**config.mk**
```make
export PLATFORM = sky130hd
export DESIGN_NAME = pong_game_ctrl
export DESIGN_NICKNAME = d
export VERILOG_FILES = /design/src/rtl/pong_game_ctrl.sv
export SDC_FILE = /design/constraint.sdc
export NUM_CORES = 1
export LEC_CHECK = 0
export CAP_MARGIN = 20
export CORE_MARGIN = 2
export CORE_UTILIZATION = 35
export DETAILED_ROUTE_END_ITERATION = 10
export PLACE_DENSITY = 0.63
export SYNTH_ARGS = -nofsm -noshare
export SYNTH_HDL_FRONTEND = slang
export SYNTH_SLANG_ARGS = --single-unit
export TNS_END_PERCENT = 30
```
**constraint.sdc**
```tcl
create_clock -name clock -period 4.9 [get_ports clock]
set_clock_uncertainty 0.2 [all_clocks]
set_input_delay 0.98 -clock clock [delete_from_list [all_inputs] [get_ports clock]]
set_output_delay 0.98 -clock clock [all_outputs]
set_load 0.02 [all_outputs]
```
**src/rtl/pong_game_ctrl.sv**
```systemverilog
// Pong game controller: serve/play/game-over sequencing with a three-step
// per-frame update (paddles, ball motion, collision/scoring).
module pong_game_ctrl #(
  parameter int H_RES        = 640,
  parameter int V_RES        = 480,
  parameter int PADDLE_H     = 64,
  parameter int PADDLE_W     = 8,
  parameter int PADDLE_XL    = 16,
  parameter int PADDLE_XR    = 616,
  parameter int BALL_SZ      = 8,
  parameter int BALL_SPD     = 2,
  parameter int PAD_SPD      = 4,
  parameter int WIN_SCORE    = 9,
  parameter int SERVE_FRAMES = 60
) (
  input  logic       clock,
  input  logic       reset,
  input  logic       frame_tick,
  input  logic       start,
  input  logic       btn_lu,
  input  logic       btn_ld,
  input  logic       btn_ru,
  input  logic       btn_rd,
  output logic [9:0] ball_x,
  output logic [9:0] ball_y,
  output logic [9:0] pad_ly,
  output logic [9:0] pad_ry,
  output logic [3:0] score_l,
  output logic [3:0] score_r,
  output logic [1:0] state,
  output logic       busy
);

  localparam int CNT_W = $clog2(SERVE_FRAMES + 1);

  localparam logic [9:0] BALL_CX    = 10'(H_RES / 2 - BALL_SZ / 2);
  localparam logic [9:0] BALL_CY    = 10'(V_RES / 2 - BALL_SZ / 2);
  localparam logic [9:0] BALL_XMAX  = 10'(H_RES - BALL_SZ);
  localparam logic [9:0] BALL_YMAX  = 10'(V_RES - BALL_SZ);
  localparam logic [9:0] PAD_YMAX   = 10'(V_RES - PADDLE_H);
  localparam logic [9:0] PAD_Y0     = 10'((V_RES - PADDLE_H) / 2);
  localparam logic [9:0] PAD_STEP   = 10'(PAD_SPD);
  localparam logic [9:0] LEFT_FACE  = 10'(PADDLE_XL + PADDLE_W);
  localparam logic [9:0] RIGHT_STOP = 10'(PADDLE_XR - BALL_SZ);

  localparam logic [10:0] XL_W     = 11'(PADDLE_XL);
  localparam logic [10:0] XR_W     = 11'(PADDLE_XR);
  localparam logic [10:0] XR_END_W = 11'(PADDLE_XR + PADDLE_W);
  localparam logic [10:0] PH_W     = 11'(PADDLE_H);
  localparam logic [10:0] BSZ_W    = 11'(BALL_SZ);

  localparam logic signed [10:0] BALL_STEP = 11'(BALL_SPD);
  localparam logic [3:0]         WIN_V     = 4'(WIN_SCORE);
  localparam logic [CNT_W-1:0]   SERVE_LD  = CNT_W'(SERVE_FRAMES);

  typedef enum logic [1:0] {IDLE = 2'b00, SERVE = 2'b01, PLAY = 2'b10, OVER = 2'b11} game_e;
  typedef enum logic [1:0] {STEP_NONE, STEP_PAD, STEP_BALL, STEP_HIT} step_e;

  function automatic logic [9:0] pad_move(input logic [9:0] y, input logic up, input logic dn);
    if (up && !dn) return (y < PAD_STEP) ? '0 : y - PAD_STEP;
    if (dn && !up) return (y > PAD_YMAX - PAD_STEP) ? PAD_YMAX : y + PAD_STEP;
    return y;
  endfunction

  // Signed 11-bit step so a move past either edge clamps instead of wrapping.
  function automatic logic [9:0] axis_step(input logic [9:0] pos, input logic neg,
                                           input logic [9:0] max);
    logic signed [10:0] sum;
    sum = $signed({1'b0, pos}) + (neg ? -BALL_STEP : BALL_STEP);
    if (sum[10]) return '0;
    if (sum > $signed({1'b0, max})) return max;
    return sum[9:0];
  endfunction

  function automatic logic [3:0] sat_inc(input logic [3:0] s);
    return (s >= WIN_V) ? WIN_V : s + 4'd1;
  endfunction

  game_e            game_q, game_d;
  step_e            step_q, step_d;
  logic [CNT_W-1:0] serve_cnt;
  logic             dx_neg, dy_neg, start_q;

  logic        start_rise, serve_done;
  logic [10:0] ball_x_end, ball_y_end;
  logic        y_over_l, y_over_r, hit_l, hit_r, miss, miss_left, win;
  logic [3:0]  score_l_inc, score_r_inc;

  assign start_rise = start && !start_q;
  assign serve_done = frame_tick && (serve_cnt <= CNT_W'(1));

  assign ball_x_end = {1'b0, ball_x} + BSZ_W;
  assign ball_y_end = {1'b0, ball_y} + BSZ_W;
  assign y_over_l   = (ball_y_end > {1'b0, pad_ly}) && ({1'b0, ball_y} < {1'b0, pad_ly} + PH_W);
  assign y_over_r   = (ball_y_end > {1'b0, pad_ry}) && ({1'b0, ball_y} < {1'b0, pad_ry} + PH_W);
  assign hit_l      = dx_neg && (ball_x <= LEFT_FACE) && (ball_x_end > XL_W) && y_over_l;
  assign hit_r      = !dx_neg && (ball_x_end >= XR_W) && ({1'b0, ball_x} < XR_END_W) && y_over_r;
  assign miss_left  = (ball_x == '0);
  assign miss       = !hit_l && !hit_r && (miss_left || ball_x == BALL_XMAX);

  assign score_l_inc = sat_inc(score_l);
  assign score_r_inc = sat_inc(score_r);
  assign win         = miss_left ? (score_r_inc == WIN_V) : (score_l_inc == WIN_V);

  // State register.
  always_ff @(posedge clock) begin
    if (reset) begin
      game_q <= IDLE;
      step_q <= STEP_NONE;
    end else begin
      game_q <= game_d;
      step_q <= step_d;
    end
  end

  // Next-state logic.
  // NOTE: every always_comb output gets a default first so no path infers a latch.
  always_comb begin
    game_d = game_q;
    step_d = step_q;
    case (game_q)
      IDLE:  if (start) game_d = SERVE;
      SERVE: if (serve_done) game_d = PLAY;
      PLAY: begin
        case (step_q)
          STEP_NONE: if (frame_tick) step_d = STEP_PAD;
          STEP_PAD:  step_d = STEP_BALL;
          STEP_BALL: step_d = STEP_HIT;
          default: begin
            step_d = STEP_NONE;
            if (miss) game_d = win ? OVER : SERVE;
          end
        endcase
      end
      default: if (start_rise) game_d = SERVE;
    endcase
  end

  // Output logic.
  always_comb begin
    state = game_q;
    busy  = (step_q != STEP_NONE);
  end

  // Datapath: positions, directions, scores and serve countdown.
  // NOTE: sequential state uses non-blocking assignments so every register
  // samples the pre-edge values; later assignments in the block take priority.
  always_ff @(posedge clock) begin
    if (reset) begin
      ball_x    <= BALL_CX;
      ball_y    <= BALL_CY;
      pad_ly    <= PAD_Y0;
      pad_ry    <= PAD_Y0;
      score_l   <= '0;
      score_r   <= '0;
      dx_neg    <= 1'b0;
      dy_neg    <= 1'b0;
      serve_cnt <= '0;
      start_q   <= 1'b0;
    end else begin
      start_q <= start;
      case (game_q)
        IDLE: begin
          if (start) begin
            serve_cnt <= SERVE_LD;
            dx_neg    <= 1'b0;
            dy_neg    <= 1'b0;
          end
        end
        SERVE: begin
          if (frame_tick) begin
            serve_cnt <= serve_cnt - 1'b1;
            pad_ly    <= pad_move(pad_ly, btn_lu, btn_ld);
            pad_ry    <= pad_move(pad_ry, btn_ru, btn_rd);
          end
        end
        PLAY: begin
          case (step_q)
            STEP_PAD: begin
              pad_ly <= pad_move(pad_ly, btn_lu, btn_ld);
              pad_ry <= pad_move(pad_ry, btn_ru, btn_rd);
            end
            STEP_BALL: begin
              ball_x <= axis_step(ball_x, dx_neg, BALL_XMAX);
              ball_y <= axis_step(ball_y, dy_neg, BALL_YMAX);
            end
            STEP_HIT: begin
              if (ball_y == '0) dy_neg <= 1'b0;
              else if (ball_y == BALL_YMAX) dy_neg <= 1'b1;
              if (hit_l) begin
                ball_x <= LEFT_FACE;
                dx_neg <= 1'b0;
              end else if (hit_r) begin
                ball_x <= RIGHT_STOP;
                dx_neg <= 1'b1;
              end else if (miss) begin
                if (miss_left) score_r <= score_r_inc;
                else           score_l <= score_l_inc;
                dx_neg <= miss_left;
                dy_neg <= 1'b0;
                if (!win) begin
                  ball_x    <= BALL_CX;
                  ball_y    <= BALL_CY;
                  serve_cnt <= SERVE_LD;
                end
              end
            end
            default: ;
          endcase
        end
        default: begin
          if (start_rise) begin
            score_l   <= '0;
            score_r   <= '0;
            ball_x    <= BALL_CX;
            ball_y    <= BALL_CY;
            serve_cnt <= SERVE_LD;
          end
        end
      endcase
    end
  end

endmodule
```
* Word-level counts from Yosys, hierarchy flattened
Cells that the tools add are included.
** Cells by class
- Equal/unequal tests :: 34
- Muxes and demuxes :: 143
- Bitwise operators :: 1
- Order comparisons :: 17
- Add/sub/neg operators :: 13
- Reduce and logical (&&, ||, !) cells :: 47
** Operator list (count)
- $mux 10 :: 38
- $pmux 10 s2 :: 6
- $mux 1 :: 62
- $mux 4 :: 13
- $mux 6 :: 8
- $ne 3x3->1 const B :: 8
- $add 10x4->11 const B :: 2
- $add 10x7->11 const B :: 2
- $add 11x11->11 :: 2
- $gt 11x10->1 :: 2
- $lt 10x11->1 :: 2
- $mux 11 :: 2
- $ne 2x2->1 const B :: 11
- $reduce_and 7->1 :: 3
- $add 10x3->10 const B :: 2
- $gt 10x9->1 const B :: 2
- $logic_not 10->1 :: 2
- $lt 10x3->1 const B :: 2
- $reduce_and 5->1 :: 4
- $sub 10x3->10 const B :: 2
- $pmux 6 s3 :: 1
- $logic_and 1x1->1 :: 16
- $pmux 4 s2 :: 2
- $mux 2 :: 7
- other kinds (33) :: 54
** Storage, ports and cells
- Input port bits :: 8
- Bits in registers :: 61
- Logic and storage cells :: 267
- Output and inout port bits :: 51

* Longest topological paths before layout
Gate-level depths: netlist (run 1).
- Depth after elaboration :: 14
- Depth in mapped cells :: 14
- Depth with buffers taken out :: 13

* Worst setup path after synthesis (run 1)
Ideal clock, no wire load.
- Kind :: register to register
- Start :: reg ball_y[3]
- End :: reg score_r[2]
- Setup slack :: 1224 ps
- Path buffers :: 0
- Arrival time :: 3359 ps
- Required time :: 4583 ps
- Library setup time :: 117 ps
- Cell stages (with the launch flop) :: 13
- Clock period less this slack :: 3676 ps
- Path through :: dfxtp_1 > ha_1 > nand3_1 > xnor2_1 > ha_1 > and4_1 > and3_1 > a2111oi_2 > a2111oi_4 > a211o_1 > a21oi_1 > a21oi_1 > a22o_1
** On the way
- Word-level cells in the longest chain between the ends :: 9
- Elaborated cells on any way between the ends :: 17
- Those cells by class :: add/sub (1); order compare (4); eq/ne (3); reduce/logical (9)
** RTL lines
- start: declaration :: line 25 : output logic [9:0] ball_y,
- start signal: assignment :: line 185 : ball_y <= axis_step(ball_y, dy_neg, BALL_YMAX);
- $add 10x4->11 :: line 93 : assign ball_y_end = {1'b0, ball_y} + BSZ_W;
- $gt 11x10->1 (on tied branches) :: line 94, 95
- $logic_and 1x1->1 (on tied branches) :: line 94, 95
- $logic_and 1x1->1 (on tied branches) :: line 96, 97
- $logic_not 1->1 :: line 99 : assign miss = !hit_l && !hit_r && (miss_left || ball_x == BALL_XMAX);
- $logic_and 1x1->1 (2 in series) :: line 99
- $ne 2x2->1 (no line)
- $reduce_and 7->1 (no line) *
- end signal: assignment :: line 197 : if (miss_left) score_r <= score_r_inc;
- end: declaration :: line 29 : output logic [3:0] score_r,
Mark *: on every way between the ends. The rest lies on a longest branch, timed or not.
A chain may end at the register's enable or synchronous reset.

* Worst setup path in the final report (run 1)
- Start :: reg ball_y[6]
- End :: reg score_r[2]
Same word-level chain as after synthesis.

==> results of run 1 <==
==> flip-flops by register name, indices dropped and copies added (netlist names) <==
register,cells
pad_ly,10
pad_ry,10
ball_x,9
ball_y,9
serve_cnt,6
score_l,4
score_r,4
state,2
step_q,2
dx_neg,1
dy_neg,1
start_q,1
==> per-layer routing <==
metal,vias up,GRT usage (%)
met3,19,2.778
met2,132,29.87
li1,2787,-
met1,2634,23.36
met4,0,5.797
met5,-,0
==> cell families after synthesis <==
group                    count (synthesis)  synth area share, %
AO/OA/AOI/OAI                          237                28.63
XOR/XNOR                                29                4.453
adder cells (fa/ha/maj)                 85                18.91
buffers and inverters                   86                6.054
flip-flops                              59                20.71
multiplexers                             7                1.228
other                                    1              0.06574
AND/OR/NAND/NOR                        227                19.96
==> power by group through the flow <==
stage / combinational, mW / clock (mW) / sequential, mW
floorplan: 0.311 / 0 / 0.572
global placement: 0.439 / 0 / 0.570
detailed placement: 0.441 / 0 / 0.568
CTS: 0.445 / 0.682 / 0.559
global route: 0.498 / 0.707 / 0.566
finish: 0.444 / 0.670 / 0.559
==> area by class of cell <==
type                            instances  area [um2]
Clock inverter                          1       30.03
Timing Repair Buffer                   57       568.0
Tap cell                              216       270.3
Inverter                               59       221.5
Multi-Input combinational cell        587        4182
Fill cell                            1672        9149
Sequential cell                        59        1181
Clock buffer                           14       284.0
==> through the flow <==
stage	cell area [um2]	worst slack, ns	util, %
global route	6736	0.5910	42.41
finish	6736	0.8740	42.41
CTS	6736	0.9380	42.41
floorplan	5708	1.224	-
detailed placement	6422	0.9570	40.43
global placement	6422	1.041	40.43
==> cells in the final DEF, fill, tap and decap left out, types with 7 or more instances in the layout <==
cell / synthesis / final
a211oi_1: 18 / 18
a21o_1: 16 / 16
a21oi_1: 55 / 55
a31oi_1: 11 / 11
and2_1: 8 / 8
and3_1: 8 / 8
clkbuf_16: 0 / 9
clkdlybuf4s50_1: 0 / 56
dfxtp_1: 59 / 59
ha_1: 83 / 83
inv_1: 59 / 59
mux2i_1: 7 / 7
nand2_1: 42 / 42
nand2b_1: 12 / 12
nand3_1: 21 / 21
nand4_1: 11 / 11
nor2_1: 66 / 66
nor2b_1: 7 / 7
nor3_1: 19 / 19
nor4_1: 8 / 8
o21ai_0: 43 / 43
o22ai_1: 9 / 9
xnor2_1: 20 / 20
xor2_1: 9 / 9
==> cells in the mapped netlist (all sizes together) (11+ instances only) <==
cell,n
a21o,16
nor3,19
inv,59
xnor2,20
a21oi,55
ha,83
a31oi,11
nand3,21
nand4,11
dfxtp,59
nor2,66
o21ai,45
a211oi,21
nand2b,12
nand2,42
clkbuf,21
==> worst paths after layout <==
check | from | to
worst max register to register | ball_y[6] | score_r[2]
worst min-delay path | serve_cnt[5] | serve_cnt[5]
worst max-delay path | ball_y[6] | score_r[2]
worst min register to register | serve_cnt[5] | serve_cnt[5]
==> results_dict.tcl, run 1 <==
set metrics [dict create \
    slew_headroom_pct 46.91 \
    dp_cells 978 \
    path_buf_inv 0 \
    port-buffer-count 56 \
    antenna_cells 0 \
    syn_inst 731 \
    async_reset_ff_share_pct 0 \
    slowest_delay_ns 0.58 \
    dieHeight_um 131.7 \
    start_kind "flop" \
    groute.usage.overall_pct 17.82 \
    grt_pass1_vias 5260 \
    initial_core_util_pct 35.91 \
    io_pins 59 \
    first_pass_iters 5 \
    synth-edff-count 0 \
    fmax_ghz 0.2484 \
    p_sw_mw 0.5394 \
    worstPathCellList "nand4_1 -> nor2_1 -> xnor2_1 -> ha_1 -> and4_1 -> and3_1 -> a2111oi_2 -> a2111oi_4 -> a211o_1 -> a21oi_1 -> a21oi_1 -> a22o_1" \
    worst_pin_slew_ns 0.7896 \
    ys_types 73 \
    dpl.hpwl_mm 11.78 \
    drt_wl_total_mm 15.60 \
    cts_setup_buffers 0 \
    end_kind "flop" \
    crit_family "compound AO/OA/AOI/OAI gates" \
    syn2layout_area_growth_pct 18.10 \
    yosys_warnings 0 \
    cts.clk_slew.worst_paths_ns 0.05 \
    min_path_type "flop to flop" \
    die-area_um2 17330 \
    grt_pass1_wl_mm 25.88 \
    dieWidth_um 131.7 \
    synth_ff_type "dfxtp_1" \
    swShare_pct 32.24 \
    ys_ff_latch 59 \
    grt_max_degree 35 \
    wl_met1_mm 7.208 \
    cts_resized 0 \
    synth.largest_area_cell "dfxtp_1" \
    cts_sinks 59 \
    power_mw 1.673 \
    hold_buffers 0 \
    p_int_mw 1.134 \
    outcome "completed" \
    vias 5572 \
    period_minus_slack_ns 4.026 \
    drc 0 \
    synth_top_area_share_pct 20.71 \
    drtAntennaViolNets 0 \
    drtIter0Drc 325 \
    overflow 0 \
    period_share_pct 82.16 \
    antenna_found_initial 0 \
    synthTopCellsByArea "dfxtp_1, ha_1, a21oi_1" \
    root_buffer "clkbuf_16" \
    cts_tree "yes" \
    reg2reg_depth 12 \
    nets 866 \
    cap_viol_max_count 0 \
    pwr-share-comb_pct 26.5 \
    hold_ws_ns 0.2797 \
    report.final.hold_viol_count 0 \
    postSynthAreaPerCell_um2 7.803 \
    worst_path_max_delay_cell "dfxtp_1" \
    cp_max_fo 10 \
    ff2ff_setup_slack_ns 0.87 \
    routed.top_layer "met4" \
    seq_area_frac_synth_pct 20.71 \
    clock_path_buffers 2 \
    tns_ns 0 \
    ir_drop_mv 0.1557 \
    cp.arrival_ns 4.05 \
    wl_met3_um 682 \
    syn_area_um2 5704 \
    wl_per_cell_um 15.71 \
    num_rows 46 \
    crit_cells 12 \
    clock_power_share_pct 40.1 \
    cts_inserted_buffers 9 \
    p_seq_share_pct 33.4 \
    cts_max_level 3 \
    gp_congestion 0.8656 \
    cellLeakagePower_nw 2.771 \
    holdPathStages 1 \
    viasPerCell 5.611 \
    clock_latency_ns 0.33 \
    critPathKind "flop to flop" \
    setup_viol_count_final 0 \
    cp.required_ns 4.92 \
    power_per_cell_area_nw_per_um2 248.4 \
    slew_viol_final 0 \
    cp_common_cell "a21oi_1" \
    stdcell_count 993 \
    drive_above_1_share_pct 4.118 \
    wl_met2_mm 7.421 \
    core_area_um2 15890 \
    rsz0062_at_grt "false" \
]
Power figures use the tool's default switching activity.
==> run 2, diff against run 1 <==
PLACE_DENSITY = 0.65   (was 0.63)
clock period = 3.53 ns   (was 4.9 ns; I/O delays follow)
==> run 2 against run 1 <==
  * Routed wire length increased by 4.3%
  * Largest cell class unchanged
  * First-iteration DRC count increased by 22%
  * Clock power increased by 47%
  * Critical endpoint is now ball_x[4]
  * Highest routed layer unchanged
  * Worst setup slack got worse by 0.68 ns
  * Design area increased by 5.0%
  * Sequential share of layout area decreased by 0.73 points
  * Critical path depth decreased by 1
  * Die area unchanged
  * Combinational power increased by 53%
==> results_dict.tcl, run 2 (same netlist as run 1, synthesis figures left out) <==
set metrics [dict create \
    cp_max_fo 10 \
    start_kind "flop" \
    cellLeakagePower_nw 2.944 \
    grt_pass1_wl_mm 27.18 \
    groute.usage.overall_pct 19.08 \
    dieWidth_um 131.7 \
    setup_viol_count_final 0 \
    initial_core_util_pct 35.91 \
    cp-endpoint "ball_x[4]" \
    vias 5689 \
    critPathKind "flop to flop" \
    nFillCells 1632 \
    crit_start "ball_y[3]" \
    gp_congestion 0.8532 \
    r2r_end "ball_x[4]" \
    clock_power_share_pct 40.6 \
    die-area_um2 17330 \
    most-common-layout-cells "ha_1, nor2_1, inv_1" \
    reg2reg_depth 11 \
    cts_sinks 59 \
    min_path_type "flop to flop" \
    outcome "completed" \
    first_pass_iters 5 \
    clock_latency_ns 0.35 \
    slew_headroom_pct 43.51 \
    fmax_ghz 0.2994 \
    layout_commonest_cell "ha_1" \
    dp_cells 1012 \
    cap_viol_max_count 0 \
    p_sw_mw 0.7830 \
    cts_inserted_buffers 9 \
    clock_path_buffers 2 \
    num_rows 46 \
    worst_pin_slew_ns 0.8402 \
    drtIter0Drc 395 \
    antenna_found_initial 0 \
    port-buffer-count 56 \
    crit_family "compound AO/OA/AOI/OAI gates" \
    p_int_mw 1.635 \
    period_minus_slack_ns 3.340 \
    nets 900 \
    root_buffer "clkbuf_16" \
    ir_drop_mv 0.2526 \
    rsz0062_at_grt "false" \
    viasPerCell 5.534 \
    cp.arrival_ns 3.37 \
    io_pins 59 \
    path_buf_inv 0 \
    swShare_pct 32.39 \
    core_area_um2 15890 \
    cts_max_level 3 \
    grt_pass1_vias 5383 \
    wl_per_cell_um 15.83 \
    p_seq_share_pct 31.2 \
    end_kind "flop" \
    antenna_cells 0 \
    slowest_delay_ns 0.49 \
    slew_viol_final 0 \
    largest_registers "pad_ly: 10 flops, pad_ry: 10 flops" \
    cts.clk_slew.worst_paths_ns 0.06 \
    ff2ff_setup_slack_ns 0.19 \
    power_per_cell_area_nw_per_um2 341.8 \
    stdcell_count 1028 \
    worst_path_max_delay_cell "a2111oi_4" \
    hold_buffers 0 \
    cp.required_ns 3.56 \
    drc 0 \
    r2r-start "ball_y[3]" \
    worstPathCellList "ha_1 -> nand3_1 -> xnor2_1 -> ha_1 -> and4_2 -> and3_1 -> a2111oi_4 -> a2111oi_4 -> a211oi_4 -> a211o_4 -> o32a_1" \
    pwr-share-comb_pct 28.2 \
    drt_wl_total_mm 16.28 \
    drtAntennaViolNets 0 \
    tns_ns 0 \
    grt_max_degree 34 \
    report.final.hold_viol_count 0 \
    crit_cells 11 \
    syn2layout_area_growth_pct 24.02 \
    dpl.hpwl_mm 12.43 \
    period_share_pct 94.60 \
    cts_tree "yes" \
    overflow 0 \
    dieHeight_um 131.7 \
    drive_above_1_share_pct 9.606 \
]
[run 2: metrics by stage]
step	power (mW)	util, %	hold slack [ns]	setup slack, ns	cell area, um2
2_1_floorplan	1.226	-	0.2490	0.008977	5713
6_report	2.418	44.53	0.2823	0.1905	7074
5_1_grt	2.546	44.53	0.3027	0.001542	7074
3_3_place_gp	1.426	42.07	0.2657	0.09509	6683
4_1_cts	2.423	44.14	0.2840	0.01095	7012
3_5_place_dp	1.429	42.07	0.2683	0.01155	6683
[run 2: cell type report]
cell class	count	area [um2]	share of cell area, %
Inverter	59	221.5	3.131
Clock buffer	11	252.7	3.573
Multi-Input combinational cell	587	4243	59.98
Sequential cell	59	1189	16.80
Timing Repair Buffer	91	823.3	11.64
Tap cell	216	270.3	3.820
Clock inverter	5	75.07	1.061
[run 2: tightest hold or removal path, cell delays in order (launching register included)]
cell and delay [ns]:
dfxtp_1 0.31, inv_1 0.08, nor2_1 0.05
[run 2: power by group through the flow]
| stage | registers, mW | clock network [mW] | logic [mW] |
|---|---|---|---|
| final | 0.754 | 0.982 | 0.681 |
| after CTS | 0.754 | 1.00 | 0.666 |
| after global routing | 0.762 | 1.03 | 0.755 |
| after detailed placement | 0.768 | 0 | 0.661 |
| after floorplan | 0.794 | 0 | 0.432 |
| after global placement | 0.768 | 0 | 0.657 |
[run 2: how the worst min path moves through the flow]
stage | start | endpoint | slack (ns) | depth (start not counted)
after floorplan | serve_cnt[5] | serve_cnt[5] | 0.25 | 1
after global placement | ball_y[9] | ball_y[9] | 0.27 | 2
after detailed placement | ball_y[9] | ball_y[9] | 0.27 | 2
after CTS | ball_y[9] | ball_y[9] | 0.28 | 2
after global routing | ball_y[9] | ball_y[9] | 0.30 | 2
final | ball_y[9] | ball_y[9] | 0.28 | 2
[run 2: repair_timing]
| action | CTS | global route |
|---|---|---|
| pin swaps | 0 | 4 |
| gates cloned | 0 | 0 |
| buffers inserted | 0 | 0 |
| resized for setup | 1 | 12 |
| hold endpoints to repair | 0 | 0 |
| setup endpoints to repair | 1 | 27 |
[run 2: metal layers]
metal / up-vias / track usage, % / share of wire [%] / routed length (um)
li1: 2872 / - / - / -
met1: 2652 / 25.62 / 47 / 7629
met2: 139 / 31.01 / 46 / 7503
met3: 26 / 3.048 / 4.9 / 804
met4: 0 / 6.522 / 2.1 / 338
met5: - / 0 / 0 / 0
